## src/rtl/lotr_mem_dump.sv

```systemverilog
// ---------------------------------------------------------------------------
// lotr_mem_dump
//
// Hardware memory-snapshot reader. On a start pulse it walks a word-aligned
// byte-address range [StartAddr, EndAddr) through a single-port read port
// with one cycle of read latency. Each word is sent MSB first as four bytes
// on a valid/ready byte stream toward the host link.
//
// Optional feature (macro LOTR_MEM_DUMP_ADDR_HDR_EN):
//   Each word is preceded by a 4-byte header (MEM_OFFSET + address), MSB
//   first. SEND then emits 8 bytes per word: header on byte indices 0-3 and
//   data on indices 4-7. The MEM_OFFSET parameter exists only in that build.
//
// Ports:
//   QClk            clock
//   RstQnnnL        asynchronous active-low reset
//   StartQnnnH      start request, sampled only in IDLE
//   AbortQnnnH      abort the running dump (ignored in IDLE)
//   StartAddrQnnnH  first byte address, inclusive
//   EndAddrQnnnH    last byte address, exclusive
//   RdEnQnnnH       memory read strobe
//   RdAddrQnnnH     word-aligned read address
//   RdDataQnnnH     read data, valid the cycle after RdEnQnnnH
//   TxValidQnnnH    byte valid
//   TxDataQnnnH     byte
//   TxReadyQnnnH    sink ready
//   BusyQnnnH       high in every state except IDLE
//   DoneQnnnH       one-cycle pulse at the end of a dump
//   ErrQnnnH        sticky: bad range or abort, cleared by the next start
//   WordCntQnnnH    words fully sent in the current or last dump
// ---------------------------------------------------------------------------
module lotr_mem_dump #(
    parameter int ADDR_W = 16
`ifdef LOTR_MEM_DUMP_ADDR_HDR_EN
    ,
    parameter logic [31:0] MEM_OFFSET = 32'h0040_0000
`endif
) (
    input  logic              QClk,
    input  logic              RstQnnnL,
    input  logic              StartQnnnH,
    input  logic              AbortQnnnH,
    input  logic [ADDR_W-1:0] StartAddrQnnnH,
    input  logic [ADDR_W-1:0] EndAddrQnnnH,
    output logic              RdEnQnnnH,
    output logic [ADDR_W-1:0] RdAddrQnnnH,
    input  logic [31:0]       RdDataQnnnH,
    output logic              TxValidQnnnH,
    output logic [7:0]        TxDataQnnnH,
    input  logic              TxReadyQnnnH,
    output logic              BusyQnnnH,
    output logic              DoneQnnnH,
    output logic              ErrQnnnH,
    output logic [ADDR_W-3:0] WordCntQnnnH
);

    typedef enum logic [2:0] {
        IDLE,
        CHECK,
        RD_REQ,
        RD_WAIT,
        SEND,
        DONE
    } state_t;

    state_t state;
    state_t state_next;

    logic [ADDR_W-1:0] cur_addr;
    logic [ADDR_W-1:0] end_addr;
    logic [ADDR_W-1:0] next_addr;
    logic [31:0]       shift_buf;
    logic [2:0]        byte_idx;
    logic              err;
    logic [ADDR_W-3:0] word_cnt;

    logic              range_bad;
    logic              range_empty;
    logic              abortable;
    logic              send_valid;
    logic              byte_fire;
    logic              last_byte;
    logic              data_byte;
    logic [7:0]        tx_byte;

    // Range checks run on the latched addresses while in CHECK.
    assign range_bad   = (cur_addr[1:0] != 2'b00) || (end_addr[1:0] != 2'b00) ||
                         (cur_addr > end_addr);
    assign range_empty = (cur_addr == end_addr);
    assign next_addr   = cur_addr + ADDR_W'(4);

    // Abort only has meaning while a dump is actually in progress; in DONE
    // the dump is already finishing and a second Done pulse must not occur.
    assign abortable = (state == CHECK) || (state == RD_REQ) ||
                       (state == RD_WAIT) || (state == SEND);

    // Valid is masked by Abort so the stream stops in the very cycle the
    // abort is raised and no further byte can be handed over.
    assign send_valid = (state == SEND) && !AbortQnnnH;
    assign byte_fire  = send_valid && TxReadyQnnnH;

`ifdef LOTR_MEM_DUMP_ADDR_HDR_EN
    logic [31:0] hdr_word;

    assign hdr_word  = MEM_OFFSET + 32'(cur_addr);
    assign data_byte = byte_idx[2];
    assign last_byte = (byte_idx == 3'd7);

    // Header bytes come straight from the address; data bytes from the
    // shift buffer, which only moves on data-byte handshakes.
    always_comb begin
        tx_byte = shift_buf[31:24];
        if (!byte_idx[2]) begin
            case (byte_idx[1:0])
                2'd0:    tx_byte = hdr_word[31:24];
                2'd1:    tx_byte = hdr_word[23:16];
                2'd2:    tx_byte = hdr_word[15:8];
                default: tx_byte = hdr_word[7:0];
            endcase
        end
    end
`else
    assign data_byte = 1'b1;
    assign last_byte = (byte_idx == 3'd3);
    assign tx_byte   = shift_buf[31:24];
`endif

    assign RdAddrQnnnH  = cur_addr;
    assign TxDataQnnnH  = send_valid ? tx_byte : 8'h00;
    assign ErrQnnnH     = err;
    assign WordCntQnnnH = word_cnt;

    // State register.
    always_ff @(posedge QClk or negedge RstQnnnL) begin
        if (!RstQnnnL) begin
            state <= IDLE;
        end else begin
            state <= state_next;
        end
    end

    // Next-state and control outputs. Abort overrides every transition of
    // an in-progress dump and forces DONE.
    always_comb begin
        state_next   = state;
        RdEnQnnnH    = 1'b0;
        TxValidQnnnH = send_valid;
        DoneQnnnH    = 1'b0;
        BusyQnnnH    = (state != IDLE);

        case (state)
            IDLE: begin
                if (StartQnnnH) begin
                    state_next = CHECK;
                end
            end
            CHECK: begin
                if (range_bad || range_empty) begin
                    state_next = DONE;
                end else begin
                    state_next = RD_REQ;
                end
            end
            RD_REQ: begin
                RdEnQnnnH  = 1'b1;
                state_next = RD_WAIT;
            end
            RD_WAIT: begin
                state_next = SEND;
            end
            SEND: begin
                if (byte_fire && last_byte) begin
                    state_next = (next_addr == end_addr) ? DONE : RD_REQ;
                end
            end
            DONE: begin
                DoneQnnnH  = 1'b1;
                state_next = IDLE;
            end
            default: begin
                state_next = IDLE;
            end
        endcase

        if (abortable && AbortQnnnH) begin
            state_next = DONE;
        end
    end

    // Datapath: latched range, current address, shift buffer, byte index,
    // sticky error and completed-word counter.
    always_ff @(posedge QClk or negedge RstQnnnL) begin
        if (!RstQnnnL) begin
            cur_addr  <= '0;
            end_addr  <= '0;
            shift_buf <= '0;
            byte_idx  <= '0;
            err       <= 1'b0;
            word_cnt  <= '0;
        end else begin
            case (state)
                IDLE: begin
                    if (StartQnnnH) begin
                        cur_addr <= StartAddrQnnnH;
                        end_addr <= EndAddrQnnnH;
                        err      <= 1'b0;
                        word_cnt <= '0;
                    end
                end
                CHECK: begin
                    if (range_bad) begin
                        err <= 1'b1;
                    end
                end
                RD_WAIT: begin
                    shift_buf <= RdDataQnnnH;
                    byte_idx  <= '0;
                end
                SEND: begin
                    if (byte_fire) begin
                        if (data_byte) begin
                            shift_buf <= {shift_buf[23:0], 8'h00};
                        end
                        if (last_byte) begin
                            word_cnt <= word_cnt + (ADDR_W-2)'(1);
                            cur_addr <= next_addr;
                            byte_idx <= '0;
                        end else begin
                            byte_idx <= byte_idx + 3'd1;
                        end
                    end
                end
                default: begin
                end
            endcase

            if (abortable && AbortQnnnH) begin
                err <= 1'b1;
            end
        end
    end

endmodule

```

## config.mk

```make
export PLATFORM = sky130hd
export DESIGN_NAME = lotr_mem_dump
export DESIGN_NICKNAME = d
export VERILOG_FILES = /design/src/rtl/lotr_mem_dump.sv
export SDC_FILE = /design/constraint.sdc
export NUM_CORES = 1
export LEC_CHECK = 0
export ABC_AREA = 1
export BUFFER_PORTS_ARGS = -buffer_cell sky130_fd_sc_hd__buf_2
export CORE_UTILIZATION = 45
export CTS_BUF_LIST = sky130_fd_sc_hd__clkbuf_2 sky130_fd_sc_hd__clkbuf_4 sky130_fd_sc_hd__clkbuf_8
export CTS_CLUSTER_SIZE = 10
export DETAILED_ROUTE_END_ITERATION = 10
export PLACE_DENSITY = 0.68
export SLEW_MARGIN = 20
export SYNTH_ARGS = -nofsm -noshare
export SYNTH_HDL_FRONTEND = slang
export SYNTH_SLANG_ARGS = --single-unit
```

## constraint.sdc

```tcl
create_clock -name QClk -period 5.4 [get_ports QClk]
set_clock_uncertainty 0.1 [all_clocks]
set_input_delay 0.54 -clock QClk [delete_from_list [all_inputs] [get_ports QClk]]
set_output_delay 0.54 -clock QClk [all_outputs]
set_load 0.005 [all_outputs]
```

==> results.toml, run 1 <==
[synth]
synthArstFlopShare = 1.00
syn_area_um2 = 4950
ys_seq_elements = 85
ys_seq_area_frac = 0.430
synth-edff-count = 0
syn-num-nets = 742
syn_inst = 654
yosys_warnings = 0
synth_top_flop_cell = "dfrtp_1"
avgSynthCellArea_um2 = 7.57
ys_types = 39

[placement]
dpl_cell_area_um2 = 5600
io_buffers = 111
place_hpwl_mm = 8.91
gp_congestion = 0.831

[floorplan]
die-area_um2 = 11400
core_area_um2 = 10500
placementRows = 37
die_h_um = 107
start_util = 0.471
dieWidth_um = 107
io_pins = 112

[routing]
totalWireLength_mm = 12.2
postRouteAntennaNets = 0
vias_per_cell = 5.23
vias = 4688
drc = 0
drt_iter0_markers = 245
wl_per_cell_um = 13.7
drtPass1Iterations = 5

[clocking]
cts.path.max_buffers = 2
post_cts_resized = 0
insertion_delay_ns = 0.37
clk_pin_slew_ns = 0.09
cts_sinks = 85
postCtsHoldBufs = 0
cts_tree = "done"
cts_buffers = 9
postCtsSetupBuffers = 0
htree_levels = 3
root_buffer = "clkbuf_8"

[grt]
grt_use_total = 0.223
grt_pass1_wl_mm = 20.2
antenna_found_initial = 0
grt_pass1_vias = 4445
grt_max_degree = 86
overflow = 0

[timing]
setup-violations-final = 0
fin_crit_ns = 2.64
finalHoldViolations = 0
report.final.slew_viol_count = 0
fin_tns_setup_ns = 0
slew_headroom = 0.328
fmax_mhz = 379
grt_setup_unrepaired = "no"
timing.final.crit_share = 0.488
worstMarginPinSlew_ns = 1.00

[cells_and_area]
fillers = 992
area.growth.synth_to_final_pct = 16.6
diodes = 0
fin_nets = 844
mostFrequentLayoutCells = "nand2_1 (156), buf_2 (110), inv_1 (92)"
finalInstanceArea_um2 = 5780
layout-drive-gt1-share = 0.197
final_core_utilization = 0.550
layout_commonest_cell = "nand2_1"

[setup_path]
worstPathRequired_ns = 5.56
end_kind = "register"
crit_path_start_kind = "register"
crit_type = "register to register"
cp.arrival_ns = 2.80
cp_max_fo = 54

[pwr]
leakage_nw = 2.97
p_per_area_nw_per_um2 = 513
peakVddDrop_v = 0.000233

[outcome]
status = "finished clean"

[worst_hold_path]
holdCritPathClass = "input port to async pin"

[job]
drv_cap = 0
==> routing by layer <==
| layer | wire [µm] | track usage | share of wire | vias to the layer above |
|---|---|---|---|---|
| met5 | 0 | 0 | 0 | - |
| met1 | 5480 | 0.293 | 0.45 | 2177 |
| met3 | 942 | 0.0608 | 0.077 | 13 |
| met4 | 138 | 0.0626 | 0.011 | 0 |
| met2 | 5680 | 0.362 | 0.46 | 150 |
| li1 | - | - | - | 2348 |
==> area by class of cell <==
cell class                      count  area (µm²)  area share
Multi-Input combinational cell    452        2380       0.412
Timing Repair Buffer              112         569      0.0985
Clock inverter                      6        47.5     0.00823
Sequential cell                    85        2130       0.368
Clock buffer                        9         124      0.0214
Inverter                           96         362      0.0626
Tap cell                          136         170      0.0295
==> synth_stat cells (all sizes together), types with 2 or more instances <==
library cell / instances / area (µm²)
nand3b: 2 / 15.0
dfrtp: 85 / 2130
a21oi: 24 / 120
nor3: 7 / 35.0
inv: 93 / 349
nor2: 61 / 297
a22oi: 6 / 45.0
nand4: 9 / 56.3
o22ai: 4 / 25.0
nand2: 163 / 647
clkinv: 3 / 12.5
buf: 10 / 47.5
o21ai: 68 / 348
and2: 2 / 12.5
o21a: 3 / 22.5
nand3: 51 / 265
ha: 19 / 238
clkbuf: 11 / 41.3
o211ai: 25 / 188
==> power by group <==
part           switching [mW]  internal (mW)
clock                   0.242          0.168
sequential              0.206          0.893
combinational           0.926          0.528
total                    1.37           1.59
==> final timing paths <==
path / from / endpoint / slack (ns) / cells after the start
worst max-delay path: state[1] / WordCntQnnnH[10] / 2.76 / 11
worst min-delay path: RstQnnnL / RdAddrQnnnH[13] / 0.10 / 1
worst max register to register: state[1] / WordCntQnnnH[10] / 2.76 / 11
worst min register to register: byte_idx[2] / byte_idx[2] / 0.40 / 2
max in group asynchronous: RstQnnnL / end_addr[8] / 4.50 / 1
min in group QClk: EndAddrQnnnH[0] / end_addr[0] / 0.26 / 3
==> logic make-up (layout without fill, tap and decap cells) <==
group	count (synthesis)	after routing	synth area share
and+or+nand+nor	297	297	0.271
AOI/OAI and AO/OA	135	135	0.159
buffers and inverters	117	223	0.0910
DFF	85	85	0.430
adders and majority gates	19	19	0.0480
xor gates and xnor gates	1	1	0.00177
==> sequential cells by signal (all words and copies together), names as in the netlist <==
register	flops
shift_buf	32
RdAddrQnnnH	16
end_addr	16
WordCntQnnnH	14
byte_idx	3
state	3
ErrQnnnH	1
==> worst max-delay path, cell delays in order (launching register included) <==
cell,delay [ns]
dfrtp_1,0.45
nor2_4,0.16
nand2_4,0.15
inv_2,0.63
nand2_2,0.14
nand2_4,0.23
clkinv_2,0.21
nand2_4,0.12
nor2_4,0.05
nand3_2,0.08
nor3_1,0.05
o21a_1,0.17
==> through the flow <==
stage	instances	hold slack [ns]	setup WS [ns]	power [mW]
finish	896	0.102	2.76	2.96
global route	896	0.180	2.55	3.26
CTS	896	0.248	2.61	2.99
detailed placement	881	0.393	2.62	2.56
global placement	881	0.385	2.74	2.50
floorplan	654	0.144	3.52	2.14
(Power assumes the default switching activity.)
==> run 2, diff against run 1 <==
--- a/config.mk
+++ b/config.mk
@@ -11,7 +11,7 @@
 export CTS_BUF_LIST = sky130_fd_sc_hd__clkbuf_2 sky130_fd_sc_hd__clkbuf_4 sky130_fd_sc_hd__clkbuf_8
 export CTS_CLUSTER_SIZE = 10
 export DETAILED_ROUTE_END_ITERATION = 10
-export PLACE_DENSITY = 0.68
+export PLACE_DENSITY = 0.71
 export SLEW_MARGIN = 20
 export SYNTH_ARGS = -nofsm -noshare
 export SYNTH_HDL_FRONTEND = slang
==> constraint.sdc (replaced) <==
create_clock -name QClk -period 2.1 [get_ports QClk]
set_clock_uncertainty 0.1 [all_clocks]
set_input_delay 0.21 -clock QClk [delete_from_list [all_inputs] [get_ports QClk]]
set_output_delay 0.21 -clock QClk [all_outputs]
set_load 0.005 [all_outputs]
==> results.toml, run 2 (synthesis gave the netlist of run 1 again) <==
[outcome]
status = "finished clean"

[timing]
timing.final.crit_share = 0.965
setup-violations-final = 0
worstMarginPinSlew_ns = 0.537
report.final.slew_viol_count = 0
whs_ns = 0.00327
finalHoldViolations = 0
fmax_mhz = 494
worst_slack_ns = 0.0738
fin_crit_ns = 2.03
slew_headroom = 0.639
grt_setup_unrepaired = "yes"

[setup_path]
critPathMaxStageDelay_ns = 0.46
crit_type = "register to register"
end_kind = "register"
cp.arrival_ns = 2.23
crit_path_start_kind = "register"
cp_max_fo = 3
worstPathRequired_ns = 2.31
worstReg2RegStart = "RdAddrQnnnH[2]"
r2r_slack_ns = 0.07
crit_chain = "ha_4, nand3b_1, nor2_1, nand3_1, nor2_1, nand2_1, nor2_1, nand2_1, nor2_2, nand3_2, nand3_1, nand2_1, inv_1"
cp-startpoint = "RdAddrQnnnH[2]"
cpMaxStageDelayCell = "dfrtp_2"
crit_path_end = "state[0]"
reg2reg_depth = 13
r2r_end = "state[0]"

[cells_and_area]
layout-drive-gt1-share = 0.247
top_register = "shift_buf"
fin_nets = 900
diodes = 0
regArea_um2 = 2130
mostFrequentLayoutCells = "nand2_1 (153), buf_2 (110), inv_1 (90)"
area.growth.synth_to_final_pct = 30.1
layout_commonest_cell = "nand2_1"
largest_register_ffs = 32
multi_input_area_um2 = 2490
fillers = 948

[clocking]
cts_tree = "done"
cts_sinks = 85
cts.path.max_buffers = 2
cts_buffers = 9
htree_levels = 3
clk_pin_slew_ns = 0.09
root_buffer = "clkbuf_8"
insertion_delay_ns = 0.37

[routing]
postRouteAntennaNets = 0
vias = 4906
totalWireLength_mm = 13.0
wl_per_cell_um = 13.7
vias_per_cell = 5.15
drt_iter0_markers = 282
drc = 0
drtPass1Iterations = 7

[worst_hold_path]
holdCritPathClass = "input port to register"

[grt]
grt_use_met1 = 0.312
grt_use_total = 0.242
grt_use_met2 = 0.400
met3_usage = 0.0462
grt_busiest_layer = "met2"
grt_pass1_wl_mm = 22.1
overflow = 0
antenna_found_initial = 0
grt_max_degree = 69
grt_pass1_vias = 4889

[placement]
place_hpwl_mm = 9.29
io_buffers = 111
pre_cts_ws_ns = 0.0417
gp_congestion = 0.867

[floorplan]
start_util = 0.471
io_pins = 112
dieWidth_um = 107
die-area_um2 = 11400
die_h_um = 107
core_area_um2 = 10500
placementRows = 37

[pwr]
p_per_area_nw_per_um2 = 1300
peakVddDrop_v = 0.000591
leakage_nw = 3.24

[job]
drv_cap = 0
## run 2: worst max-delay path, delay by kind of cell, from the launching register on
| family | cells | cell delay (ns) |
|---|---|---|
| AND/OR/NAND/NOR | 11 | 1.15 |
| flip-flops | 1 | 0.46 |
| adder cells (fa/ha/maj) | 1 | 0.23 |
| buffers and inverters | 1 | 0.04 |
## run 2: timing repair
item	in CTS	in global routing
hold buffers	30	0
endpoints found under the hold margin	71	0
gates resized for setup	0	33
buffers inserted	0	9
endpoints found under the setup margin	0	11
## run 2: layout make-up
cell class	instances	area share
clock buffer	9	0.0192
clock inverter	7	0.00758
inverter	96	0.0561
multi-input combinational	452	0.387
sequential	85	0.331
tap	136	0.0264
timing repair buffer	168	0.172
## run 2: worst min-delay path by stage
stage,start,to,cells after the start
global placement,RstQnnnL,shift_buf[0],1
floorplan,RstQnnnL,ErrQnnnH,0
detailed placement,RstQnnnL,shift_buf[0],1
CTS,StartAddrQnnnH[8],RdAddrQnnnH[8],3
global route,StartAddrQnnnH[9],RdAddrQnnnH[9],3
finish,EndAddrQnnnH[15],end_addr[15],3
## run 2: power by group
group / switching [mW] / leakage [nW] / internal, mW
sequential: 0.479 / 1.07 / 2.30
clock: 0.641 / 0.0898 / 0.434
combinational: 2.68 / 2.08 / 1.81
total: 3.80 / 3.24 / 4.55
## run 2: layer usage
layer,wire length (µm),part of all wire
met3,896,0.069
met2,6220,0.48
met4,232,0.018
met5,0,0
met1,5670,0.44
## run 2: per-stage QoR
step / instance area, µm² / instances / power, mW / TNS, ns / utilization
2_1_floorplan: 4950 / 654 / 5.50 / 0 / -
3_3_place_gp: 5770 / 898 / 6.66 / 0 / 0.549
3_5_place_dp: 5770 / 898 / 6.81 / 0 / 0.549
4_1_cts: 6240 / 944 / 7.96 / 0 / 0.594
5_1_grt: 6440 / 953 / 9.13 / -0.320 / 0.613
6_report: 6440 / 953 / 8.35 / 0 / 0.613
